==> src/rtl/pong_match_ctrl_if.sv <==
// Match-controller signal bundle: inputs from the frame timer, buttons and ball, and controls back to the ball and the HUD.
// Latency: none (wires only).
// Backpressure: none; all signals are strobes or levels.
// Ports: master = environment side (drives the in_* signals); slave = controller side (drives the out_* signals).
interface pong_match_ctrl_if;
    logic       in_frame_stb;
    logic       in_start_btn;
    logic       in_pause_btn;
    logic       in_left_score;
    logic       in_right_score;
    logic       out_ball_reset;
    logic       out_ball_start;
    logic       out_animate;
    logic [3:0] out_left_points;
    logic [3:0] out_right_points;
    logic [1:0] out_winner;
    logic [2:0] out_state;

    modport master (
        output in_frame_stb, in_start_btn, in_pause_btn, in_left_score, in_right_score,
        input  out_ball_reset, out_ball_start, out_animate,
        input  out_left_points, out_right_points, out_winner, out_state
    );

    modport slave (
        input  in_frame_stb, in_start_btn, in_pause_btn, in_left_score, in_right_score,
        output out_ball_reset, out_ball_start, out_animate,
        output out_left_points, out_right_points, out_winner, out_state
    );
endinterface

==> src/rtl/pong_match_ctrl.sv <==
// Pong match sequencer: game FSM, point counting, winner detection, ball reset/start/animate control.
// Latency: button action 3 cycles after the pin rises (action on the 4th edge); score edge acts on the same edge; pulses are registered.
// Backpressure: none; strobes and levels only, and one action per button press.
// Ports: in_clock, in_reset (async, active-high); bus (slave modport) carries frame strobe, buttons, score flags and all outputs.
module pong_match_ctrl #(
    parameter int WIN_SCORE   = 9,
    parameter int SERVE_DELAY = 60
) (
    input  logic              in_clock,
    input  logic              in_reset,
    pong_match_ctrl_if.slave  bus
);

    typedef enum logic [2:0] {
        ST_IDLE   = 3'd0,
        ST_SERVE  = 3'd1,
        ST_PLAY   = 3'd2,
        ST_PAUSED = 3'd3,
        ST_POINT  = 3'd4,
        ST_OVER   = 3'd5
    } state_t;

    localparam logic [3:0] WIN_PTS   = 4'(WIN_SCORE);
    localparam logic [7:0] SERVE_CNT = 8'(SERVE_DELAY);

    // Button synchronizers: [0],[1] are the 2-flop synchronizer, [2] holds the previous synced value.
    logic [2:0] start_sync_q;
    logic [2:0] pause_sync_q;
    logic       start_edge_q;
    logic       pause_edge_q;
    logic       left_prev_q;
    logic       right_prev_q;

    state_t     state_q,  state_d;
    logic [7:0] cnt_q,    cnt_d;
    logic [3:0] left_q,   left_d;
    logic [3:0] right_q,  right_d;
    logic [1:0] winner_q, winner_d;
    logic       ball_reset_q, ball_reset_d;
    logic       ball_start_q, ball_start_d;

    logic       left_edge;
    logic       right_edge;

    always_ff @(posedge in_clock or posedge in_reset) begin
        if (in_reset) begin
            start_sync_q <= '0;
            pause_sync_q <= '0;
            start_edge_q <= 1'b0;
            pause_edge_q <= 1'b0;
            left_prev_q  <= 1'b0;
            right_prev_q <= 1'b0;
        end else begin
            start_sync_q <= {start_sync_q[1:0], bus.in_start_btn};
            pause_sync_q <= {pause_sync_q[1:0], bus.in_pause_btn};
            start_edge_q <= start_sync_q[1] & ~start_sync_q[2];
            pause_edge_q <= pause_sync_q[1] & ~pause_sync_q[2];
            left_prev_q  <= bus.in_left_score;
            right_prev_q <= bus.in_right_score;
        end
    end

    // Score flags are already in this clock domain, so only an edge detect is needed.
    assign left_edge  = bus.in_left_score  & ~left_prev_q;
    assign right_edge = bus.in_right_score & ~right_prev_q;

    always_ff @(posedge in_clock or posedge in_reset) begin
        if (in_reset) begin
            state_q      <= ST_IDLE;
            cnt_q        <= '0;
            left_q       <= '0;
            right_q      <= '0;
            winner_q     <= 2'b00;
            ball_reset_q <= 1'b0;
            ball_start_q <= 1'b0;
        end else begin
            state_q      <= state_d;
            cnt_q        <= cnt_d;
            left_q       <= left_d;
            right_q      <= right_d;
            winner_q     <= winner_d;
            ball_reset_q <= ball_reset_d;
            ball_start_q <= ball_start_d;
        end
    end

    always_comb begin
        state_d      = state_q;
        cnt_d        = cnt_q;
        left_d       = left_q;
        right_d      = right_q;
        winner_d     = winner_q;
        ball_reset_d = 1'b0;
        ball_start_d = 1'b0;

        case (state_q)
            ST_IDLE, ST_OVER: begin
                if (start_edge_q) begin
                    left_d       = '0;
                    right_d      = '0;
                    winner_d     = 2'b00;
                    ball_reset_d = 1'b1;
                    cnt_d        = SERVE_CNT;
                    state_d      = ST_SERVE;
                end
            end
            ST_SERVE: begin
                if (bus.in_frame_stb) begin
                    // The reset pulse occupies the first SERVE cycle, so a start
                    // pulse issued here can never overlap it.
                    if (cnt_q <= 8'd1) begin
                        cnt_d        = '0;
                        ball_start_d = 1'b1;
                        state_d      = ST_PLAY;
                    end else begin
                        cnt_d = cnt_q - 8'd1;
                    end
                end
            end
            ST_PLAY: begin
                if (left_edge || right_edge) begin
                    // Saturate at the winning score; the game ends there anyway.
                    if (left_edge && (left_q < WIN_PTS)) begin
                        left_d = left_q + 4'd1;
                    end
                    if (right_edge && (right_q < WIN_PTS)) begin
                        right_d = right_q + 4'd1;
                    end
                    state_d = ST_POINT;
                end else if (pause_edge_q) begin
                    state_d = ST_PAUSED;
                end
            end
            ST_PAUSED: begin
                if (pause_edge_q) begin
                    state_d = ST_PLAY;
                end
            end
            ST_POINT: begin
                // Left is checked first so a simultaneous double win goes to left.
                if (left_q == WIN_PTS) begin
                    winner_d = 2'b01;
                    state_d  = ST_OVER;
                end else if (right_q == WIN_PTS) begin
                    winner_d = 2'b10;
                    state_d  = ST_OVER;
                end else begin
                    cnt_d   = SERVE_CNT;
                    state_d = ST_SERVE;
                end
            end
            default: begin
                state_d = ST_IDLE;
            end
        endcase
    end

    assign bus.out_ball_reset   = ball_reset_q;
    assign bus.out_ball_start   = ball_start_q;
    assign bus.out_animate      = (state_q == ST_SERVE) || (state_q == ST_PLAY);
    assign bus.out_left_points  = left_q;
    assign bus.out_right_points = right_q;
    assign bus.out_winner       = winner_q;
    assign bus.out_state        = state_q;

endmodule

==> src/flat_wrapper.sv <==
// flat-port wrapper written by rule: the top's interface ports become plain ports
module pong_match_ctrl_flat 
#(
    parameter int WIN_SCORE   = 9,
    parameter int SERVE_DELAY = 60
)
  (in_clock, in_reset, bus_in_frame_stb, bus_in_start_btn, bus_in_pause_btn, bus_in_left_score, bus_in_right_score, bus_out_ball_reset, bus_out_ball_start, bus_out_animate, bus_out_left_points, bus_out_right_points, bus_out_winner, bus_out_state);
  pong_match_ctrl_if bus_i ();
  input  logic in_clock;
  input  logic in_reset;
  input wire logic [$bits(bus_i.in_frame_stb)-1:0] bus_in_frame_stb;
  input wire logic [$bits(bus_i.in_start_btn)-1:0] bus_in_start_btn;
  input wire logic [$bits(bus_i.in_pause_btn)-1:0] bus_in_pause_btn;
  input wire logic [$bits(bus_i.in_left_score)-1:0] bus_in_left_score;
  input wire logic [$bits(bus_i.in_right_score)-1:0] bus_in_right_score;
  output wire logic [$bits(bus_i.out_ball_reset)-1:0] bus_out_ball_reset;
  output wire logic [$bits(bus_i.out_ball_start)-1:0] bus_out_ball_start;
  output wire logic [$bits(bus_i.out_animate)-1:0] bus_out_animate;
  output wire logic [$bits(bus_i.out_left_points)-1:0] bus_out_left_points;
  output wire logic [$bits(bus_i.out_right_points)-1:0] bus_out_right_points;
  output wire logic [$bits(bus_i.out_winner)-1:0] bus_out_winner;
  output wire logic [$bits(bus_i.out_state)-1:0] bus_out_state;
  assign bus_i.in_frame_stb = bus_in_frame_stb;
  assign bus_i.in_start_btn = bus_in_start_btn;
  assign bus_i.in_pause_btn = bus_in_pause_btn;
  assign bus_i.in_left_score = bus_in_left_score;
  assign bus_i.in_right_score = bus_in_right_score;
  assign bus_out_ball_reset = bus_i.out_ball_reset;
  assign bus_out_ball_start = bus_i.out_ball_start;
  assign bus_out_animate = bus_i.out_animate;
  assign bus_out_left_points = bus_i.out_left_points;
  assign bus_out_right_points = bus_i.out_right_points;
  assign bus_out_winner = bus_i.out_winner;
  assign bus_out_state = bus_i.out_state;
  pong_match_ctrl #(.WIN_SCORE(WIN_SCORE), .SERVE_DELAY(SERVE_DELAY)) u_core (.in_clock(in_clock), .in_reset(in_reset), .bus(bus_i));
endmodule
==> config.mk <==
export PLATFORM = sky130hd
export DESIGN_NAME = pong_match_ctrl_flat
export DESIGN_NICKNAME = d
export VERILOG_FILES = /design/src/rtl/pong_match_ctrl_if.sv /design/src/rtl/pong_match_ctrl.sv /design/src/flat_wrapper.sv
export SDC_FILE = /design/constraint.sdc
export NUM_CORES = 1
export LEC_CHECK = 0
export CAP_MARGIN = 25
export CORE_MARGIN = 5
export CORE_UTILIZATION = 41
export DETAILED_ROUTE_END_ITERATION = 6
export MAX_ROUTING_LAYER = met4
export SYNTH_ARGS = -nofsm -noshare
export SYNTH_HDL_FRONTEND = slang
export SYNTH_SLANG_ARGS = --single-unit
==> constraint.sdc <==
create_clock -name in_clock -period 2.45 [get_ports in_clock]
set_clock_uncertainty 0.2 [all_clocks]
set_input_delay 0.49 -clock in_clock [delete_from_list [all_inputs] [get_ports in_clock]]
set_output_delay 0.49 -clock in_clock [all_outputs]
set_load 0.05 [all_outputs]
## Word level (Yosys, flattened, before mapping)

Index checks and enable logic that the tools add are counted.

| cells by class | value |
|---|---|
| add/subtract/negate cells | 3 |
| $lt $le $gt $ge | 3 |
| equal/unequal tests | 18 |
| muxes and demuxes | 31 |
| bitwise logic cells | 8 |
| reduce and logical (&&, ||, !) cells | 14 |

Operators with widths:

| kind | count |
|---|---|
| $mux 8 | 5 |
| $mux 3 | 8 |
| $pmux 8 s3 | 1 |
| $mux 4 | 5 |
| $pmux 4 s2 | 2 |
| $pmux 3 s5 | 1 |
| $ne 2x1->1 const B | 6 |
| $reduce_and 5->1 | 2 |
| $add 4x1->4 const B | 2 |
| $eq 4x4->1 const B | 2 |
| $le 8x1->1 const B | 1 |
| $lt 4x4->1 const B | 2 |
| $reduce_and 4->1 | 2 |
| $sub 8x1->8 const B | 1 |
| $eq 3x2->1 const B | 2 |
| $eq 3x3->1 const B | 2 |
| $mux 2 | 3 |
| $ne 2x2->1 const B | 3 |
| $ne 3x1->1 const B | 2 |
| $mux 1 | 5 |
| $and 1x1->1 | 4 |
| $not 1->1 | 4 |
| $pmux 2 s2 | 1 |
| $reduce_bool 2->1 | 2 |
| other kinds (7) | 9 |

| word-level totals | value |
|---|---|
| bits in registers | 33 |
| input bits | 7 |
| output and inout port bits | 16 |
| logic and storage cells | 90 |

## Depth between registers and ports, before layout

| logic depth | value |
|---|---|
| depth in word-level cells | 6 |
| gate-level depth with buffers | 6 |
| gate-level depth less buffers | 6 |

## Worst setup path before layout

Ideal clock, no wire load.

| path | value |
|---|---|
| path type | register -> output |
| start point | register u_core.state_q[0] (netlist: u_core.bus.out_state[0]) |
| end point | output port bus_out_animate |
| arrival | 1.741 ns |
| required time | 1.760 ns |
| setup slack | 0.019 ns |
| stages on the path, launching flop included | 4 |
| path buffers | 1 |
| path through | dfrtp_1 > buf_2 > or3b_1 > nand2_1 |

| on the way | value |
|---|---|
| cells in the longest elaborated chain, start to end | 2 |
| elaborated cells on any way between the ends | 3 |
| classes of those cells | 2 x eq/ne; 1 x reduce/logical |

RTL lines:

| item | line | RTL |
|---|---|---|
| start, declared | pong_match_ctrl.sv:34 | `state_t state_q, state_d;` |
| start signal, assigned | pong_match_ctrl.sv:77 | `state_q <= state_d;` |
| $eq 3x1->1 / $eq 3x2->1 (equally long branches) | pong_match_ctrl.sv:160 | `assign bus.out_animate = (state_q == ST_SERVE) \|\| (state_q == ST_PLAY);` |
| $logic_or 1x1->1 (*) | pong_match_ctrl.sv:160 |  |
| end, declared | flat_wrapper.sv:18 | `output wire logic [$bits(bus_i.out_animate)-1:0] bus_out_animate;` |

Mark *: on every way between the ends. The rest lies on a longest branch, timed or not.

## Final worst setup path

| path | value |
|---|---|
| start point | register u_core.state_q[2] (netlist: u_core.bus.out_state[2]) |
| end point | output port bus_out_animate |

The elaborated chain is that of the path after synthesis.

==> impl_results.md <==
- Status: complete, no violations
- Via-per-instance ratio: 5.53
- Critical Path Sink Type: output port
- WL per Instance: roughly 14 um
- Power per cell area: 1190 mW/mm2
- Crit Path Class: reg -> out
- Post-Syn Area per Cell: 10.6 um2
- Final std cell area, no fill: about 0.0022 mm2
- Reg2reg end: u_core.cnt_q[7]
- Final Hold Viols: 0
- Sequential area share after synthesis: 46.8%
- Fmax: 0.431 GHz
- Remaining DRCs: 0
- Net Count, Synth: 181
- Asr flop ratio synth: 100%
- Arr. time, crit path: 1.63 ns
- Area delta synth->final: 23.9%
- Max VDD drop: 608 uV
- Post-CTS Setup Bufs: 0
- Largest cells by area after synthesis: dfrtp_1, ha_1, a21oi_1
- Routed via count: 1350
- Dpl ws: 0.268 ns
- CTS H-tree lvls: 2
- Hold_ws: approximately 0.16 ns
- Max-cap violation count: 0
- Vias in the first global route: approximately 1400
- R2r setup slk: 0.37 ns
- Clk buf depth: 2
- Setup crit end: bus_out_animate
- Critical Path RT: around 1.8 ns
- Critical Path Start Type: flip-flop
- Setup TNS: 0 ns
- Largest net degree at the start of global routing: 34
- Layout cells sized above 1: 13.4%
- Die Ht: roughly 76 um
- Nets: ~210
- Syn Std Cell Area: between 0.0015 and 0.002 mm2
- Detailed Route WL: between 3000 and 4000 um
- PostCTS Resize Cnt: 0
- IO Count: 23
- Worst min-delay path category: reg -> reg
- Fin worst setup slack: 0.127 ns
- Final Cycle Share: between 90% and 100%
- Tightest Pin Transition: around 0.64 ns
- CTS Buf Count: 5
- First-pass GRT wire length: 6320 um
- Fin crit period: 2.32 ns
- Synth Flop Type: dfrtp_1
- Synth cell count leaders: dfrtp_1, a21oi_1, inv_1, nand2_1
- Cell with the most instances after synthesis: dfrtp_1
- Pleak: around 0.95 nW
- #FFs+latches synth: 33
- R2R Path Start: u_core.bus.out_state[2]
- Port Buffer Count: 22
- Cts hold-fix bufs: 0
- RSZ-0062 raised after global routing: false
- Cell variety after synth: 50
- Ys Warns: 0
- Post-synth EDFFs: 0
- Total power: 2.60 mW
- Core region area: about 0.0041 mm2
- CP max stage cell: dfrtp_1
- Placed Area: 0.00205 mm2
- Initial Utilization: 43.2%
- Crit path largest cell delay: roughly 0.57 ns
- Share of the synthesized area in the top cell type: 46.8%
- Final setup fails: 0
- Largest area contributor in the netlist: dfrtp_1
- Worst Path Max Fanout: 16
- Worst Setup SP: u_core.bus.out_state[2]
- Grt total ovfl: 0
- Root Buffer: clkbuf_8
- CTS sink cnt: 33
- Antenna Nets Post-Route: 0
- Number of diodes: 0
- Die Wd: 75.6 um
- Slew Limit Fails: 0
- Reg2reg path depth: 4
- Hpwl dp: 2540 um
- Overall routing resource usage: 14.8%
- Cell Rows: 23
- DRC violation total after the first TritonRoute iteration: 59
- CP Cell Sequence: or3b_1 > nand2_1 > buf_12
- Initial antenna violation count: 0
- Worst-skew pair later-pin latency: 0.28 ns
- DIE AREA: 0.00571 mm2
- Placer congestion estimate: 0.850
- Drt first pass iters: 4
- CTS tree: done
- Worst slew margin: 56.9%
- Post-synthesis cell count: approximately 170
- Clk slew on worst S/H paths: 0.07 ns
[registers in the layout, indices dropped and copies added (netlist names)]
name                         flops
u_core.bus.out_ball_reset        1
u_core.start_edge_q              1
u_core.bus.out_winner            2
u_core.bus.out_state             3
u_core.right_prev_q              1
u_core.cnt_q                     8
u_core.bus.out_ball_start        1
u_core.left_prev_q               1
u_core.bus.out_right_points      4
u_core.pause_edge_q              1
u_core.pause_sync_q              3
u_core.bus.out_left_points       4
u_core.start_sync_q              3
[worst min path at each step]
stage | to | cells after the start | from | slack, ns
2_1_floorplan | u_core.pause_sync_q[1] | 0 | u_core.pause_sync_q[0] | 0.13
4_1_cts | u_core.pause_sync_q[1] | 0 | u_core.pause_sync_q[0] | 0.16
3_3_place_gp | u_core.start_sync_q[1] | 0 | u_core.start_sync_q[0] | 0.14
3_5_place_dp | u_core.start_sync_q[1] | 0 | u_core.start_sync_q[0] | 0.14
6_report | u_core.pause_sync_q[1] | 0 | u_core.pause_sync_q[0] | 0.16
5_1_grt | u_core.pause_sync_q[1] | 0 | u_core.pause_sync_q[0] | 0.17
[cells by family (layout without fill, tap and decap cells)]
group           count (synthesis)  count (layout)  synth area share, %
fa+ha+maj                       8               8                 5.67
mux                             3               3                 1.70
flops                          33              33                 46.8
simple gates                   55              55                 19.1
buf+inv                        17              45                 3.90
compound gates                 49              49                 22.3
xor+xnor                        1               1                0.497
[layout by cell type, fill, tap and decap left out, types with 2 or more instances in the layout]
cell type / synthesis / final
nand2_1: 11 / 11
a21oi_1: 17 / 17
nand2b_1: 4 / 4
mux2i_1: 3 / 3
nand3b_1: 4 / 4
and3_1: 3 / 3
a41o_1: 2 / 2
a21o_1: 4 / 4
a211oi_4: 2 / 2
nor2b_1: 2 / 2
ha_1: 8 / 8
inv_1: 11 / 11
clkdlybuf4s50_1: 0 / 18
bufinv_16: 0 / 2
nor3b_1: 2 / 2
nor3_1: 5 / 5
clkbuf_8: 0 / 5
a41oi_1: 2 / 2
o31ai_1: 2 / 2
a21bo_1: 2 / 2
dfrtp_1: 33 / 33
o2bb2ai_1: 4 / 4
o22a_1: 3 / 3
nand3_1: 3 / 3
nor2_1: 8 / 8
buf_4: 0 / 6
[metal layers]
layer	GRT usage, %	share of wire, %	vias up
met5	-	0	-
met1	18.2	46	670
met3	3.56	3.0	2
li1	-	-	655
met2	24.4	51	23
met4	4.08	0.54	0
[cell type report]
class	count	area (um2)
fillers	369	1900
multi-input cells	116	870
flip-flops and latches	33	826
repair buffers	25	245
clock buffers	5	68.8
clock inverters	3	68.8
well taps	50	62.6
inverters	12	45.0
[power by group]
part	total [mW]	switching, mW	internal [mW]
combinational	1.18	0.697	0.480
clock	0.622	0.212	0.410
sequential	0.803	0.153	0.650
total	2.60	1.06	1.54
[stage by stage]
stage	cells	util [%]
after global placement	236	50.1
after global routing	244	53.5
final	244	53.5
after floorplan	166	-
after detailed placement	236	50.1
after CTS	244	53.5
[critical path: cells and delay by family (launching register included)]
kind	cells	cell delay, ns
and+or+nand+nor	2	0.64
buffers and inverters	1	0.14
DFF	1	0.57
Note: power is estimated with default switching activity, not from simulation.
